**src/rtl/uart_cmd_fsm_v2.sv**
```systemverilog
// Host command interpreter between the UART RX/TX blocks and the ADC, trigger
// and FIFO control logic.
//
// Ports:
//   clk, rst_n        system clock, asynchronous active-low reset
//   rx_data/rx_valid  received byte and its one-cycle strobe
//   tx_data/tx_valid  byte to transmit, held until tx_ready
//   tx_ready          transmitter accepts tx_data on tx_valid && tx_ready
//   status_in         NUM_STATUS packed 4-bit status channels
//   cmd_pulse         one-hot command strobes (bit 13 is the DCM reset pulse)
//   arg_data          last completed argument, first received bit in the MSB
//   arg_valid         strobe when arg_data updates
//   arg_abort         strobe when argument collection fails
//   echo_en           echo mode flag
//   echo_drop         sticky flag, an echo byte was lost (cleared by 'R')
module uart_cmd_fsm_v2 #(
  parameter int unsigned ARG_BITS      = 10,
  parameter int unsigned NUM_STATUS    = 4,
  parameter int unsigned TIMEOUT_CYC   = 1000000,
  parameter int unsigned RST_PULSE_CYC = 2
) (
  input  logic                    clk,
  input  logic                    rst_n,
  input  logic [7:0]              rx_data,
  input  logic                    rx_valid,
  output logic [7:0]              tx_data,
  output logic                    tx_valid,
  input  logic                    tx_ready,
  input  logic [4*NUM_STATUS-1:0] status_in,
  output logic [13:0]             cmd_pulse,
  output logic [ARG_BITS-1:0]     arg_data,
  output logic                    arg_valid,
  output logic                    arg_abort,
  output logic                    echo_en,
  output logic                    echo_drop
);

  localparam int unsigned CW = $clog2(ARG_BITS + 1);
  localparam int unsigned TW = $clog2(TIMEOUT_CYC + 1);
  localparam int unsigned PW = $clog2(RST_PULSE_CYC + 1);

  localparam logic [7:0] ChOk  = 8'h2A;  // '*'
  localparam logic [7:0] ChErr = 8'h21;  // '!'

  typedef enum logic [2:0] {StIdle, StArg, StQuery, StResp, StDcm} state_e;

  state_e              state_q, state_d;
  logic [7:0]          resp_q, resp_d;
  logic                resp_sent_q, resp_sent_d;
  logic [ARG_BITS-1:0] arg_sr_q, arg_sr_d;
  logic [CW-1:0]       arg_cnt_q, arg_cnt_d;
  logic [TW-1:0]       tmr_q, tmr_d;
  logic [PW-1:0]       dcm_cnt_q, dcm_cnt_d;
  logic [ARG_BITS-1:0] arg_data_q, arg_data_d;
  logic                arg_valid_q, arg_valid_d;
  logic                arg_abort_q, arg_abort_d;
  logic [13:0]         cmd_pulse_q, cmd_pulse_d;
  logic                echo_en_q, echo_en_d;
  logic                echo_drop_q, echo_drop_d;
  logic                echo_full_q, echo_full_d;
  logic [7:0]          echo_byte_q, echo_byte_d;
  logic [7:0]          tx_data_q, tx_data_d;
  logic                tx_valid_q, tx_valid_d;
  logic                tx_is_echo_q, tx_is_echo_d;
  logic                tx_is_resp_q, tx_is_resp_d;

  logic [13:0]         cmd_hot;
  logic [3:0]          q_nib;
  logic                q_ok;
  logic                is_r;
  logic                timeout;
  logic                tx_free;
  logic                echo_occ;
  logic [ARG_BITS-1:0] arg_sr_next;

  // Single-character command decode (excludes 'r', which goes through StDcm).
  always_comb begin
    cmd_hot = '0;
    case (rx_data)
      8'h4F: cmd_hot[0]  = 1'b1;  // 'O'
      8'h6F: cmd_hot[1]  = 1'b1;  // 'o'
      8'h53: cmd_hot[2]  = 1'b1;  // 'S'
      8'h57: cmd_hot[3]  = 1'b1;  // 'W'
      8'h43: cmd_hot[4]  = 1'b1;  // 'C'
      8'h44: cmd_hot[5]  = 1'b1;  // 'D'
      8'h64: cmd_hot[6]  = 1'b1;  // 'd'
      8'h54: cmd_hot[7]  = 1'b1;  // 'T'
      8'h74: cmd_hot[8]  = 1'b1;  // 't'
      8'h55: cmd_hot[9]  = 1'b1;  // 'U'
      8'h58: cmd_hot[10] = 1'b1;  // 'X'
      8'h42: cmd_hot[11] = 1'b1;  // 'B'
      8'h62: cmd_hot[12] = 1'b1;  // 'b'
      default: cmd_hot = '0;
    endcase
  end

  // Status channel select from an ASCII digit.
  always_comb begin
    q_nib = '0;
    q_ok  = 1'b0;
    for (int k = 0; k < int'(NUM_STATUS); k++) begin
      if (rx_data == 8'(8'h30 + k)) begin
        q_ok  = 1'b1;
        q_nib = status_in[4*k +: 4];
      end
    end
  end

  assign is_r        = rx_valid && (rx_data == 8'h52);
  assign timeout     = (tmr_q == TW'(TIMEOUT_CYC - 1));
  assign arg_sr_next = (arg_sr_q << 1) | ARG_BITS'(rx_data[0]);
  assign tx_free     = !tx_valid_q || tx_ready;
  // An echo byte occupies the slot until the transmitter has accepted it.
  assign echo_occ    = echo_full_q || (tx_valid_q && tx_is_echo_q && !tx_ready);

  always_comb begin
    state_d      = state_q;
    resp_d       = resp_q;
    resp_sent_d  = resp_sent_q;
    arg_sr_d     = arg_sr_q;
    arg_cnt_d    = arg_cnt_q;
    tmr_d        = '0;
    dcm_cnt_d    = dcm_cnt_q;
    arg_data_d   = arg_data_q;
    arg_valid_d  = 1'b0;
    arg_abort_d  = 1'b0;
    cmd_pulse_d  = '0;
    echo_en_d    = echo_en_q;
    echo_drop_d  = echo_drop_q;
    echo_full_d  = echo_full_q;
    echo_byte_d  = echo_byte_q;
    tx_data_d    = tx_data_q;
    tx_valid_d   = tx_valid_q;
    tx_is_echo_d = tx_is_echo_q;
    tx_is_resp_d = tx_is_resp_q;

    unique case (state_q)
      StIdle: begin
        if (rx_valid) begin
          if (cmd_hot != '0) begin
            cmd_pulse_d = cmd_hot;
            state_d     = StResp;
            resp_d      = ChOk;
          end else begin
            state_d = StResp;
            resp_d  = ChOk;
            case (rx_data)
              8'h72: begin  // 'r'
                cmd_pulse_d[13] = 1'b1;
                dcm_cnt_d       = PW'(1);
                state_d         = StDcm;
              end
              8'h45: echo_en_d = 1'b1;  // 'E'
              8'h65: echo_en_d = 1'b0;  // 'e'
              8'h56: begin  // 'V'
                state_d   = StArg;
                arg_cnt_d = '0;
                arg_sr_d  = '0;
              end
              8'h51: state_d = StQuery;  // 'Q'
              default: resp_d = ChErr;
            endcase
          end
        end
      end

      StArg: begin
        if (rx_valid) begin
          if (rx_data == 8'h30 || rx_data == 8'h31) begin
            arg_sr_d = arg_sr_next;
            if (arg_cnt_q == CW'(ARG_BITS - 1)) begin
              arg_data_d  = arg_sr_next;
              arg_valid_d = 1'b1;
              arg_cnt_d   = '0;
              state_d     = StResp;
              resp_d      = ChOk;
            end else begin
              arg_cnt_d = arg_cnt_q + CW'(1);
            end
          end else begin
            arg_abort_d = 1'b1;
            state_d     = StResp;
            resp_d      = ChErr;
          end
        end else if (timeout) begin
          arg_abort_d = 1'b1;
          state_d     = StResp;
          resp_d      = ChErr;
        end else begin
          tmr_d = (tmr_q == TW'(TIMEOUT_CYC)) ? tmr_q : tmr_q + TW'(1);
        end
      end

      StQuery: begin
        if (rx_valid) begin
          state_d = StResp;
          if (q_ok) begin
            resp_d = (q_nib < 4'd10) ? (8'h30 + {4'h0, q_nib}) : (8'h37 + {4'h0, q_nib});
          end else begin
            resp_d = ChErr;
          end
        end else if (timeout) begin
          state_d = StResp;
          resp_d  = ChErr;
        end else begin
          tmr_d = (tmr_q == TW'(TIMEOUT_CYC)) ? tmr_q : tmr_q + TW'(1);
        end
      end

      StDcm: begin
        if (dcm_cnt_q >= PW'(RST_PULSE_CYC)) begin
          dcm_cnt_d = '0;
          state_d   = StResp;
          resp_d    = ChOk;
        end else begin
          cmd_pulse_d[13] = 1'b1;
          dcm_cnt_d       = dcm_cnt_q + PW'(1);
        end
      end

      StResp: begin
        if (resp_sent_q && tx_valid_q && tx_ready && tx_is_resp_q) begin
          state_d     = StIdle;
          resp_sent_d = 1'b0;
        end
      end

      default: state_d = StIdle;
    endcase

    // TX arbiter: a completed handshake frees the register for a new byte
    // in the same edge; the echo slot wins over the pending response.
    if (tx_valid_q && tx_ready) begin
      tx_valid_d = 1'b0;
    end
    if (tx_free) begin
      if (echo_full_q) begin
        tx_data_d    = echo_byte_q;
        tx_valid_d   = 1'b1;
        tx_is_echo_d = 1'b1;
        tx_is_resp_d = 1'b0;
        echo_full_d  = 1'b0;
      end else if (state_q == StResp && !resp_sent_q && !is_r) begin
        tx_data_d    = resp_q;
        tx_valid_d   = 1'b1;
        tx_is_echo_d = 1'b0;
        tx_is_resp_d = 1'b1;
        resp_sent_d  = 1'b1;
      end
    end

    if (echo_en_q && rx_valid) begin
      if (echo_occ) begin
        echo_drop_d = 1'b1;
      end else begin
        echo_full_d = 1'b1;
        echo_byte_d = rx_data;
      end
    end

    // 'R' aborts everything in flight except bytes already on the TX port.
    if (is_r) begin
      state_d     = StIdle;
      arg_sr_d    = '0;
      arg_cnt_d   = '0;
      tmr_d       = '0;
      dcm_cnt_d   = '0;
      resp_sent_d = 1'b0;
      echo_drop_d = 1'b0;
      cmd_pulse_d = '0;
      arg_valid_d = 1'b0;
      arg_abort_d = 1'b0;
    end
  end

  always_ff @(posedge clk or negedge rst_n) begin
    if (!rst_n) begin
      state_q      <= StIdle;
      resp_q       <= 8'h00;
      resp_sent_q  <= 1'b0;
      arg_sr_q     <= '0;
      arg_cnt_q    <= '0;
      tmr_q        <= '0;
      dcm_cnt_q    <= '0;
      arg_data_q   <= '0;
      arg_valid_q  <= 1'b0;
      arg_abort_q  <= 1'b0;
      cmd_pulse_q  <= '0;
      echo_en_q    <= 1'b0;
      echo_drop_q  <= 1'b0;
      echo_full_q  <= 1'b0;
      echo_byte_q  <= 8'h00;
      tx_data_q    <= 8'h00;
      tx_valid_q   <= 1'b0;
      tx_is_echo_q <= 1'b0;
      tx_is_resp_q <= 1'b0;
    end else begin
      state_q      <= state_d;
      resp_q       <= resp_d;
      resp_sent_q  <= resp_sent_d;
      arg_sr_q     <= arg_sr_d;
      arg_cnt_q    <= arg_cnt_d;
      tmr_q        <= tmr_d;
      dcm_cnt_q    <= dcm_cnt_d;
      arg_data_q   <= arg_data_d;
      arg_valid_q  <= arg_valid_d;
      arg_abort_q  <= arg_abort_d;
      cmd_pulse_q  <= cmd_pulse_d;
      echo_en_q    <= echo_en_d;
      echo_drop_q  <= echo_drop_d;
      echo_full_q  <= echo_full_d;
      echo_byte_q  <= echo_byte_d;
      tx_data_q    <= tx_data_d;
      tx_valid_q   <= tx_valid_d;
      tx_is_echo_q <= tx_is_echo_d;
      tx_is_resp_q <= tx_is_resp_d;
    end
  end

  assign tx_data   = tx_data_q;
  assign tx_valid  = tx_valid_q;
  assign cmd_pulse = cmd_pulse_q;
  assign arg_data  = arg_data_q;
  assign arg_valid = arg_valid_q;
  assign arg_abort = arg_abort_q;
  assign echo_en   = echo_en_q;
  assign echo_drop = echo_drop_q;

endmodule

```
**config.mk**
```make
export PLATFORM = sky130hd
export DESIGN_NAME = uart_cmd_fsm_v2
export DESIGN_NICKNAME = d
export VERILOG_FILES = /design/src/rtl/uart_cmd_fsm_v2.sv
export SDC_FILE = /design/constraint.sdc
export NUM_CORES = 1
export LEC_CHECK = 0
export BUFFER_PORTS_ARGS = -buffer_cell sky130_fd_sc_hd__buf_4
export CORE_MARGIN = 3
export CORE_UTILIZATION = 62
export CTS_CLUSTER_DIAMETER = 150
export DETAILED_ROUTE_END_ITERATION = 8
export PLACE_DENSITY = 0.85
export SYNTH_ARGS = -nofsm -noshare
export SYNTH_HDL_FRONTEND = slang
export SYNTH_SLANG_ARGS = --single-unit
```
**constraint.sdc**
```tcl
create_clock -name clk -period 5.2 [get_ports clk]
set_clock_uncertainty 0.15 [all_clocks]
set_input_delay 0 -clock clk [delete_from_list [all_inputs] [get_ports clk]]
set_output_delay 0 -clock clk [all_outputs]
set_load 0.005 [all_outputs]
```
==> results.rst, run 1 <==
.. list-table::
   :header-rows: 1

   * - Metric
     - Value
   * - Status
     - finished clean
   * - Internal reg-to-reg setup slack
     - ~2.2 ns
   * - Count of synthesis-stage warnings from yosys
     - 0
   * - Number of buffers created by CTS
     - 9
   * - Number of search-and-repair iterations in the first detailed-routing pass
     - 5
   * - Most used flip-flop cell after synthesis
     - dfrtp_1
   * - Maximum Capacitance Violations
     - 0
   * - Sw frac
     - 0.337
   * - Boundary pin count
     - 65
   * - Peak supply drop
     - ~0.19 mV
   * - Net count after synthesis
     - 545
   * - CTS max path bufs
     - 2
   * - Effective utilization at floorplan
     - 0.658
   * - Number of setup buffers added after CTS
     - 0
   * - Series of cell instances along the critical path
     - dlygate4sd3_1 -> buf_4 -> nor4b_1 -> nand3_1 -> o211ai_1 -> or3b_1 -> nor2_1 -> dlygate4sd3_1
   * - Count of cell instances traversed by the critical path
     - 8
   * - Clock tree from TritonCTS
     - built
   * - Synth area leader
     - dfrtp_1
   * - Capture point of the worst reg-to-reg path
     - arg_data[4]
   * - Internal power component
     - 0.00136 W
   * - Register share of total power
     - 0.462
   * - Initial antenna violation count
     - 0
   * - Total overflow reported by the global router
     - 0
   * - Area delta synth->final
     - 18.6%
   * - Clock network fraction of total power
     - 0.267
   * - Final critical delay including setup and external delays
     - 3.10 ns
   * - Detailed-route wire length per cell
     - 16.8 um
   * - Final hold violation count
     - 0
   * - Number of clock sinks seen by CTS
     - 95
   * - Max Clk Rate
     - about 320 MHz
   * - DR DRC count
     - 0
   * - Final net count
     - approximately 610
   * - Count of buffer and inverter cells on the critical path
     - 3
   * - Post-synth top area share
     - 0.485
   * - Iteration-0 DRC Markers
     - slightly below 300
   * - Post-Synthesis Cell Area
     - between 4000 and 5000 um^2
   * - Flops & latches, synth
     - 95
   * - Final weighted congestion of routability-driven global placement
     - approximately 1.0
   * - Longest individual stage delay on the worst path
     - between 0.6 and 0.7 ns
   * - Die boundary height
     - 94.9 um
   * - Count of flip-flops with a built-in enable after synthesis
     - 0
   * - Total power per unit cell area
     - ~350 nW/um^2
   * - H-tree depth
     - 3
   * - Total routing resource utilization after global routing
     - 0.271
   * - Critical path arrival
     - between 3 and 4 ns
   * - Total wire length after detailed routing
     - ~11,000 um
   * - Setup TNS
     - 0 ns
   * - Source-to-sink clock delay at the later pin of the worst-skew pair
     - approximately 0.37 ns
   * - Kind of start point of the critical path
     - primary input
   * - Critical path capture point type
     - flip-flop
   * - Crit share post-route
     - 0.597
   * - Required time at the endpoint of the critical path
     - between 5 and 6 ns
   * - Num rows
     - 31
   * - RSZ-0062 raised after global routing
     - false
   * - Critical Path Source
     - rx_data[1]
   * - Number of port buffers
     - 64
   * - Crit path kind
     - primary input to flip-flop
   * - Root Driver
     - clkbuf_8
   * - Synthesized instance count
     - between 500 and 600
   * - HP Class
     - primary input to flip-flop
   * - Final antenna diode count
     - 0
   * - Post-CTS sizing
     - 0
   * - Library cell appearing most often on the critical path
     - dlygate4sd3_1
   * - Via count of the first global-routing pass
     - 4,000
   * - Async S/R FF share, synth
     - 1.00
   * - Count of distinct cell types in the synthesized netlist
     - 60
   * - Power after layout
     - 0.00205 W
   * - Net switching power
     - ~0.00069 W
   * - Highest-delay cell along the critical path
     - nor4b_1
   * - Final core utilization
     - 0.780
   * - Number of pins exceeding their max-slew limit in the final report
     - 0
   * - Cell types with the largest area share after synthesis
     - dfrtp_1 (49%), mux2_2 (4.4%), nand2_1 (3.8%), nor2_1 (3.8%), o21ai_0 (3.5%)
   * - Total via count after detailed routing
     - between 4,000 and 5,000
   * - CTS hold repair buffers
     - 15
   * - Comb power frac
     - 0.270
   * - Worst slew margin relative to its limit
     - 0.378
   * - Wire length of the first global-routing pass
     - roughly 19,000 um
   * - Post-DRT Antenna Nets
     - 0
   * - Area of the die
     - ~9000 um^2
   * - Capture point of the worst path
     - cmd_pulse[0]
   * - Cell family with most CP delay
     - simple AND/OR/NAND/NOR gates
   * - Leakage power
     - roughly 2.6 nW
   * - Core Box Area
     - roughly 7400 um^2
   * - Layout cells sized above 1
     - 0.190
   * - Critical R2R Launch
     - state_q[0]
   * - Share of synthesized area occupied by flip-flops and latches
     - 0.485
   * - Final count of negative-setup-slack endpoints
     - 0
   * - Maximum number of pins on one net before global-route repair
     - 62
   * - Die boundary width
     - between 90 and 100 um
   * - Detailed placer's ending HPWL
     - just under 8000 um
   * - Least-Margin Pin Slew
     - between 0.9 and 1 ns
   * - Mean number of vias per cell
     - slightly above 6
   * - Cell count of the worst reg-to-reg path
     - 4
   * - Synthesized area per cell
     - 9.57 um^2
   * - Critical path peak fanout
     - 27
   * - Clock-pin slew of the registers on the worst-case setup and hold paths
     - approximately 0.09 ns
cell usage in the layout (no fill, tap or decap), types with 9 or more instances in the layout:
cell | Yosys | final
buf_4 | 0 | 67
nand2_1 | 49 | 49
dfrtp_1 | 95 | 95
nand3_1 | 25 | 25
a21oi_1 | 16 | 16
dlygate4sd3_1 | 0 | 14
o21ai_0 | 34 | 33
nand4_1 | 9 | 9
clkbuf_8 | 0 | 9
mux2_2 | 19 | 19
inv_1 | 23 | 23
nor2_1 | 49 | 49
mux2i_1 | 13 | 13
xor2_1 | 9 | 9
nor3_1 | 22 | 22
flip-flops by register name, indices dropped and copies added (netlist names):
name          count
tmr_q            20
arg_cnt_q         4
echo_byte_q       8
dcm_cnt_q         2
arg_sr_q          9
tx_valid          1
echo_full_q       1
tx_is_echo_q      1
arg_data         10
resp_sent_q       1
arg_abort         1
tx_is_resp_q      1
arg_valid         1
state_q           3
resp_q            8
cmd_pulse        14
echo_en           1
echo_drop         1
tx_data           8
worst reg2reg max path: cells and delay by family, from the launching register on:
kind             cells  cell delay (ns)
multiplexers         1             0.42
AND/OR/NAND/NOR      3             1.67
flip-flops           1             0.62
cell families (layout without fill, tap and decap cells):
group,after synthesis,in the layout,synth area share
AND/OR/NAND/NOR,215,215,0.227
AO/OA/AOI/OAI,96,96,0.126
flip-flops,95,95,0.485
buffers and inverters,50,121,0.0391
multiplexers,34,34,0.0794
XOR/XNOR,17,17,0.0304
adder cells (fa/ha/maj),5,5,0.0128
cell usage after synthesis (5+ instances only):
cell and n:
xnor2_1 8, mux2i_1 13, inv_1 23, mux2_2 19
nor4_1 5, nor2b_1 5, o21ai_0 34, dfrtp_1 95
and2_1 5, o31ai_1 5, or3_1 8, xor2_1 9
ha_1 5, clkbuf_1 23, nand3_1 25, and3_1 7
nor3_1 22, nor2_1 49, nand2_1 49, a21oi_1 16
a211oi_1 5, nand4_1 9, nand2b_1 6
power groups by stage:
stage	Combinational (W)	Clock (W)	Sequential [W]
3_3_place_gp	0.000518	0	0.000948
3_5_place_dp	0.000536	0	0.000956
5_1_grt	0.000616	0.000589	0.000957
4_1_cts	0.000549	0.000557	0.000943
2_1_floorplan	0.000381	0	0.000916
6_report	0.000553	0.000547	0.000946
metal layers:
layer	vias to the layer above	global-route usage	routed length (um)
met5	-	0	0
met4	0	0.126	369
met3	38	0.0542	605
met2	130	0.462	5730
met1	2000	0.331	4720
li1	1962	-	-
area by class of cell:
cell class / count / area [um^2]
Multi-Input combinational cell: 367 / 2340
Fill cell: 522 / 1640
Clock buffer: 10 / 128
Tap cell: 99 / 124
Inverter: 23 / 86.3
Timing Repair Buffer: 82 / 663
Clock inverter: 6 / 97.6
Sequential cell: 95 / 2380
stage by stage:
stage                     hold WS, ns  setup slack (ns)  cell area, um^2  std cells
after floorplan                -0.446              2.55             4900        512
after global placement         -0.173              2.43             5430        651
after CTS                      0.0138              2.03             5810        682
after detailed placement       -0.172              2.21             5430        651
final                          0.0284              2.10             5810        682
after global routing           0.0649              1.94             5810        682
worst min-delay path by stage:
stage,from,to,slack (ns),cells past startpoint
final,status_in[5],resp_q[3],0.03,6
after global routing,status_in[5],resp_q[3],0.06,6
after floorplan,rst_n,arg_abort,-0.45,0
after CTS,status_in[5],resp_q[3],0.01,6
after global placement,rst_n,cmd_pulse[4],-0.17,1
after detailed placement,rst_n,cmd_pulse[2],-0.17,1
No activity file was read; power rests on OpenSTA's default activity.
==> inputs of run 2 (changes only) <==
--- a/config.mk
+++ b/config.mk
@@ -7,10 +7,10 @@
 export LEC_CHECK = 0
 export BUFFER_PORTS_ARGS = -buffer_cell sky130_fd_sc_hd__buf_4
 export CORE_MARGIN = 3
-export CORE_UTILIZATION = 62
+export CORE_UTILIZATION = 52
 export CTS_CLUSTER_DIAMETER = 150
 export DETAILED_ROUTE_END_ITERATION = 8
-export PLACE_DENSITY = 0.85
+export PLACE_DENSITY = 0.76
 export SYNTH_ARGS = -nofsm -noshare
 export SYNTH_HDL_FRONTEND = slang
 export SYNTH_SLANG_ARGS = --single-unit
==> constraint.sdc (replaced) <==
create_clock -name clk -period 2.6 [get_ports clk]
set_clock_uncertainty 0.15 [all_clocks]
set_input_delay 0 -clock clk [delete_from_list [all_inputs] [get_ports clk]]
set_output_delay 0 -clock clk [all_outputs]
set_load 0.005 [all_outputs]
==> results.rst, run 2 (synthesized netlist as in run 1, its figures left out) <==
.. list-table::
   :header-rows: 1

   * - Metric
     - Value
   * - Cell family with most CP delay
     - simple AND/OR/NAND/NOR gates
   * - Total overflow reported by the global router
     - 0 (unchanged)
   * - Total wire length after detailed routing
     - 11,700 um (+2.2%)
   * - Total area of multi-input combinational cells
     - 2380 um^2 (+1.8%)
   * - Final hold violation count
     - 0 (unchanged)
   * - Maximum number of pins on one net before global-route repair
     - 50 (-19%)
   * - Die boundary width
     - 103 um (+8.6%)
   * - Mean number of vias per cell
     - 5.83 (-3.8%)
   * - Clock tree from TritonCTS
     - built
   * - Worst slew margin relative to its limit
     - 0.589 (+0.211)
   * - Top library cells by usage in the layout, fill and taps aside
     - dfrtp_1 (95), buf_4 (88), nor2_1 (49), nand2_1 (49), o21ai_0 (34)
   * - Pre-CTS setup slack
     - -0.00399 ns (-2.22 ns)
   * - HP Class
     - primary input to async pin
   * - Total via count after detailed routing
     - 4,144 (+0.34%)
   * - Number of clock sinks seen by CTS
     - 95 (unchanged)
   * - Largest register by flop count
     - tmr_q
   * - Longest individual stage delay on the worst path
     - 0.52 ns (-0.09 ns)
   * - Series of cell instances along the critical path
     - or4b_1 -> or4_4 -> o31a_1 -> nor4_4 -> o31ai_2 -> a32o_1
   * - Peak supply drop
     - 0.517 mV (+170%)
   * - Clock-pin slew of the registers on the worst-case setup and hold paths
     - 0.10 ns (about the same)
   * - Iteration-0 DRC Markers
     - 335 (+13%)
   * - Area delta synth->final
     - 21.9%
   * - Num rows
     - 34 (+9.7%)
   * - Leading cell type in the layout, fill and taps excluded
     - dfrtp_1
   * - Final antenna diode count
     - 0 (unchanged)
   * - Layout cells sized above 1
     - 0.229 (+0.0385)
   * - Initial antenna violation count
     - 0 (unchanged)
   * - Required time at the endpoint of the critical path
     - 2.70 ns (-2.59 ns)
   * - Number of flip-flops under the largest register name
     - 20 (unchanged)
   * - Final weighted congestion of routability-driven global placement
     - 0.996 (-1.4%)
   * - Post-DRT Antenna Nets
     - 0 (unchanged)
   * - Die boundary height
     - 103 um (+8.6%)
   * - Final net count
     - 631 (+3.3%)
   * - Number of buffers created by CTS
     - 9 (unchanged)
   * - Placed insts
     - 677 (+4.0%)
   * - Number of search-and-repair iterations in the first detailed-routing pass
     - 5 (unchanged)
   * - Area taken by flip-flops and latches
     - 2380 um^2 (unchanged)
   * - Kind of start point of the critical path
     - flip-flop
   * - Critical path arrival
     - 2.64 ns (-0.55 ns)
   * - Critical path capture point type
     - flip-flop
   * - Core Box Area
     - 8930 um^2 (+20%)
   * - Final critical delay including setup and external delays
     - about 2.5 ns
   * - Detailed-route wire length per cell
     - 16.4 um (-1.9%)
   * - Wire length of the first global-routing pass
     - 19,000 um (+0.63%)
   * - Final count of negative-setup-slack endpoints
     - 0 (unchanged)
   * - Boundary pin count
     - 65 (unchanged)
   * - Power after layout
     - 0.00398 W (+95%)
   * - H-tree depth
     - 3 (unchanged)
   * - Count of buffer and inverter cells on the critical path
     - 0 (-3)
   * - Highest-delay cell along the critical path
     - or4b_1
   * - Root Driver
     - clkbuf_8
   * - Maximum Capacitance Violations
     - 0 (unchanged)
   * - Count of placed standard cells in the final layout, fillers left out
     - 711 (+4.3%)
   * - Area of the die
     - 10,600 um^2 (+18%)
   * - Total routing resource utilization after global routing
     - 0.230 (-0.0407)
   * - Via count of the first global-routing pass
     - 3,924 (-1.9%)
   * - Total power per unit cell area
     - 667 nW/um^2 (+89%)
   * - Crit share post-route
     - 0.977
   * - Effective utilization at floorplan
     - 0.548 (-0.109)
   * - Detailed placer's ending HPWL
     - 8350 um (+5.0%)
   * - Final setup margin
     - 0.0608 ns (-2.04 ns)
   * - Filler Cell Count
     - 716 (+37%)
   * - Source-to-sink clock delay at the later pin of the worst-skew pair
     - 0.36 ns (about the same)
   * - DR DRC count
     - 0 (unchanged)
   * - Number of port buffers
     - 64 (unchanged)
   * - Crit path kind
     - flip-flop to flip-flop
   * - CTS max path bufs
     - 2 (unchanged)
   * - Status
     - finished clean
   * - Max Clk Rate
     - a little under 400 MHz
   * - RSZ-0062 raised after global routing
     - true
   * - Leakage power
     - 2.69 nW (+3.4%)
   * - Least-Margin Pin Slew
     - 0.617 ns (-0.313 ns)
   * - Number of pins exceeding their max-slew limit in the final report
     - 0 (unchanged)
   * - Critical path peak fanout
     - 4 (-85%)
## run 2: cell count changes in the layout (fill, tap and decap cells not counted), moves of 2 or more
cell	delta
inv_6	-2
bufinv_16	-2
buf_4	+21
clkbuf_8	+2
## run 2: cell type report
class,instances,area share
tap,108,0.0226
inverter,23,0.0145
sequential,95,0.398
timing repair buffer,102,0.136
multi-input combinational,367,0.398
clock buffer,12,0.0260
clock inverter,4,0.00503
## run 2: through the flow
step	cell area (um^2)	hold slack, ns	utilization	TNS, ns
after floorplan	4900	-0.446	-	0
after global placement	5580	-0.104	0.624	0
after detailed placement	5580	-0.0974	0.624	-0.00399
after CTS	5930	0.0711	0.664	0
after global routing	5970	0.0808	0.668	-0.0312
final	5970	0.0445	0.668	0
## run 2: power by group
part           internal [W]  switching, W  leakage, nW
clock network      0.000403      0.000506       0.0926
registers           0.00168      0.000183         1.23
logic              0.000552      0.000659         1.36
total               0.00264       0.00135         2.69
## run 2: final timing paths
path	startpoint	to	slack, ns	cells past startpoint
worst min register to register	tx_data[1]	tx_data[1]	0.33	2
worst max register to register	tmr_q[8]	state_q[1]	0.06	6
min in group clk	status_in[5]	resp_q[3]	0.13	6
worst min-delay path	rst_n	cmd_pulse[9]	0.04	2
max in group asynchronous	rst_n	tmr_q[4]	1.60	3
worst max-delay path	tmr_q[8]	state_q[1]	0.06	6
## run 2: per-layer routing
layer | vias up | global-route usage | wire (um)
met5 | - | 0 | 0
met4 | 0 | 0.0906 | 373
met3 | 34 | 0.0413 | 646
met2 | 153 | 0.380 | 5680
met1 | 1962 | 0.302 | 4980
li1 | 1995 | - | -
## run 2: worst reg2reg max path, delay by kind of cell, from the launching register on
kind | cells | cell delay (ns)
AOI/OAI and AO/OA | 3 | 0.63
DFF | 1 | 0.38
and+or+nand+nor | 3 | 1.30
## run 2: timing repair
action                                  CTS  global route
hold buffers                             13             0
endpoints found under the setup margin    2            24
gates cloned                              0             0
setup buffers                             5             0
endpoints found under the hold margin   126             0
pin swaps                                 3             1
resized for setup                         1             6
==> inputs of run 3 (changes only) <==
--- a/config.mk
+++ b/config.mk
@@ -10,7 +10,8 @@
 export CORE_UTILIZATION = 52
 export CTS_CLUSTER_DIAMETER = 150
 export DETAILED_ROUTE_END_ITERATION = 8
-export PLACE_DENSITY = 0.76
+export GPL_TIMING_DRIVEN = 0
+export PLACE_DENSITY_LB_ADDON = 0.1
 export SYNTH_ARGS = -nofsm -noshare
 export SYNTH_HDL_FRONTEND = slang
 export SYNTH_SLANG_ARGS = --single-unit
==> results.rst, run 3 (synthesized netlist as in run 1, its figures left out) <==
.. list-table::
   :header-rows: 1

   * - Metric
     - Value
   * - Status
     - finished, violations left
   * - Violations in the final reports
     - setup timing
   * - H-tree depth
     - 3 (unchanged)
   * - Wire length of the first global-routing pass
     - 19,200 um (+1.1%)
   * - Root Driver
     - clkbuf_8
   * - Number of flip-flops under the largest register name
     - 20 (unchanged)
   * - Dpl cell area
     - 5490 um^2 (-1.7%)
   * - Final antenna diode count
     - 0 (unchanged)
   * - Final setup margin
     - -0.0400 ns (-0.101 ns)
   * - Critical path arrival
     - 2.75 ns (+0.11 ns)
   * - Detailed-route wire length per cell
     - 16.4 um (-0.26%)
   * - Crit share post-route
     - 1.02 (+0.0388)
   * - Leakage power
     - 2.62 nW (-2.6%)
   * - Area delta synth->final
     - 20.4%
   * - Iteration-0 DRC Markers
     - 292 (-13%)
   * - Clock tree from TritonCTS
     - built
   * - Total wire length after detailed routing
     - 11,700 um (-0.26%)
   * - Num rows
     - 34 (unchanged)
   * - Mean number of vias per cell
     - 5.78 (-0.89%)
   * - Detailed placer's ending HPWL
     - 8320 um (-0.31%)
   * - Leading cell type in the layout, fill and taps excluded
     - dfrtp_1
   * - Effective utilization at floorplan
     - 0.548 (unchanged)
   * - Final weighted congestion of routability-driven global placement
     - 0.888 (-11%)
   * - Number of pins exceeding their max-slew limit in the final report
     - 0 (unchanged)
   * - Count of placed standard cells in the final layout, fillers left out
     - 711 (unchanged)
   * - Die boundary width
     - 103 um (unchanged)
   * - Source-to-sink clock delay at the later pin of the worst-skew pair
     - 0.37 ns (about the same)
   * - Pre-CTS setup slack
     - -0.423 ns (-0.419 ns)
   * - Final count of negative-setup-slack endpoints
     - 2 (+2)
   * - Initial antenna violation count
     - 0 (unchanged)
   * - Maximum number of pins on one net before global-route repair
     - 96 (+92%)
   * - Kind of start point of the critical path
     - flip-flop
   * - Final critical delay including setup and external delays
     - 2.64 ns (+0.101 ns)
   * - Number of clock sinks seen by CTS
     - 95 (unchanged)
   * - Least-Margin Pin Slew
     - 1.18 ns (+0.564 ns)
   * - Core Box Area
     - 8930 um^2 (unchanged)
   * - Largest register by flop count
     - tmr_q
   * - Area of the die
     - 10,600 um^2 (unchanged)
   * - Peak supply drop
     - 0.409 mV (-21%)
   * - Worst slew margin relative to its limit
     - 0.213 (-0.376)
   * - CTS max path bufs
     - 2 (unchanged)
   * - Placed insts
     - 680 (+0.44%)
   * - HP Class
     - primary input to flip-flop
   * - Die boundary height
     - 103 um (unchanged)
   * - Critical path capture point type
     - flip-flop
   * - Total power per unit cell area
     - 688 nW/um^2 (+3.1%)
   * - Longest individual stage delay on the worst path
     - 0.55 ns (+0.03 ns)
   * - Cell family with most CP delay
     - simple AND/OR/NAND/NOR gates
   * - Critical path peak fanout
     - 5 (+1)
   * - Design Area, Final
     - 5900 um^2 (-1.3%)
   * - RSZ-0062 raised after global routing
     - true
   * - Top library cells by usage in the layout, fill and taps aside
     - dfrtp_1 (95), buf_4 (66), nor2_1 (49), nand2_1 (49), o21ai_0 (32)
   * - Series of cell instances along the critical path
     - or4_1 -> or4_4 -> o31a_1 -> nor4_4 -> o31ai_1 -> a32o_1
   * - Maximum Capacitance Violations
     - 0 (unchanged)
   * - Final net count
     - 631 (unchanged)
   * - Total via count after detailed routing
     - 4,107 (-0.89%)
   * - DR DRC count
     - 0 (unchanged)
   * - Count of buffer and inverter cells on the critical path
     - 0 (unchanged)
   * - Total routing resource utilization after global routing
     - 0.231 (+0.000428)
   * - Layout cells sized above 1
     - 0.204 (-0.0249)
   * - Required time at the endpoint of the critical path
     - 2.71 ns (about the same)
   * - Clock-pin slew of the registers on the worst-case setup and hold paths
     - 0.10 ns (about the same)
   * - Post-DRT Antenna Nets
     - 0 (unchanged)
   * - Via count of the first global-routing pass
     - 3,944 (+0.51%)
   * - Number of buffers created by CTS
     - 9 (unchanged)
   * - Number of port buffers
     - 60 (-6.3%)
   * - Number of search-and-repair iterations in the first detailed-routing pass
     - 5 (unchanged)
   * - Final core utilization
     - 0.660 (-0.00840)
   * - Crit path kind
     - flip-flop to flip-flop
   * - Boundary pin count
     - 65 (unchanged)
   * - Max Clk Rate
     - 379 MHz (-3.8%)
   * - Highest-delay cell along the critical path
     - or4_4
   * - Final hold violation count
     - 0 (unchanged)
   * - Total overflow reported by the global router
     - 0 (unchanged)
   * - Worst hold slack
     - 0.0140 ns (-0.0306 ns)
[run 3: cell type report]
cell class / count / area, um^2
Buffer: 27 / 119
Clock buffer: 11 / 141
Clock inverter: 5 / 65.1
Fill cell: 755 / 3040
Inverter: 23 / 86.3
Multi-Input combinational cell: 367 / 2380
Sequential cell: 95 / 2380
Tap cell: 108 / 135
Timing Repair Buffer: 75 / 591
[run 3: power breakdown]
group          switching (W)  internal [W]  leakage, nW  total [W]
sequential          0.000156       0.00168         1.23    0.00184
clock               0.000537      0.000480       0.0977    0.00102
combinational       0.000678      0.000520         1.29    0.00120
[run 3: through the flow]
step	total power (W)	setup TNS [ns]
4_1_cts	0.00403	-0.0399
5_1_grt	0.00430	-0.327
6_report	0.00405	-0.0505
3_5_place_dp	0.00298	-10.47
2_1_floorplan	0.00259	0
3_3_place_gp	0.00295	-10.18
[run 3: layer usage]
layer	track usage	wire length, um
met5	0	0
met3	0.0372	614
met2	0.383	5650
met4	0.0817	193
met1	0.307	5190
[run 3: worst paths after layout]
path	start	endpoint	slack, ns	depth (start not counted)
setup / recovery	tmr_q[13]	state_q[1]	-0.04	6
hold / removal	rx_data[2]	state_q[2]	0.01	4
setup reg to reg	tmr_q[13]	state_q[1]	-0.04	6
hold reg to reg	tx_data[2]	tx_data[2]	0.34	2
max in group asynchronous	rst_n	resp_q[5]	1.28	2
min in group asynchronous	rst_n	cmd_pulse[7]	0.23	2
[run 3: timing repair]
| item | CTS | global route |
|---|---|---|
| setup endpoints to repair | 40 | 57 |
| pin swaps | 0 | 2 |
| setup buffers | 2 | 2 |
| endpoints found under the hold margin | 114 | 0 |
| hold buffers | 11 | 0 |
| gates resized for setup | 4 | 24 |
[run 3: worst reg2reg max path, stage by stage, from the launching register on]
cell and delay [ns]:
dfrtp_1 0.44, or4_1 0.48, or4_4 0.55, o31a_1 0.35
nor4_4 0.23, o31ai_1 0.13, a32o_1 0.21
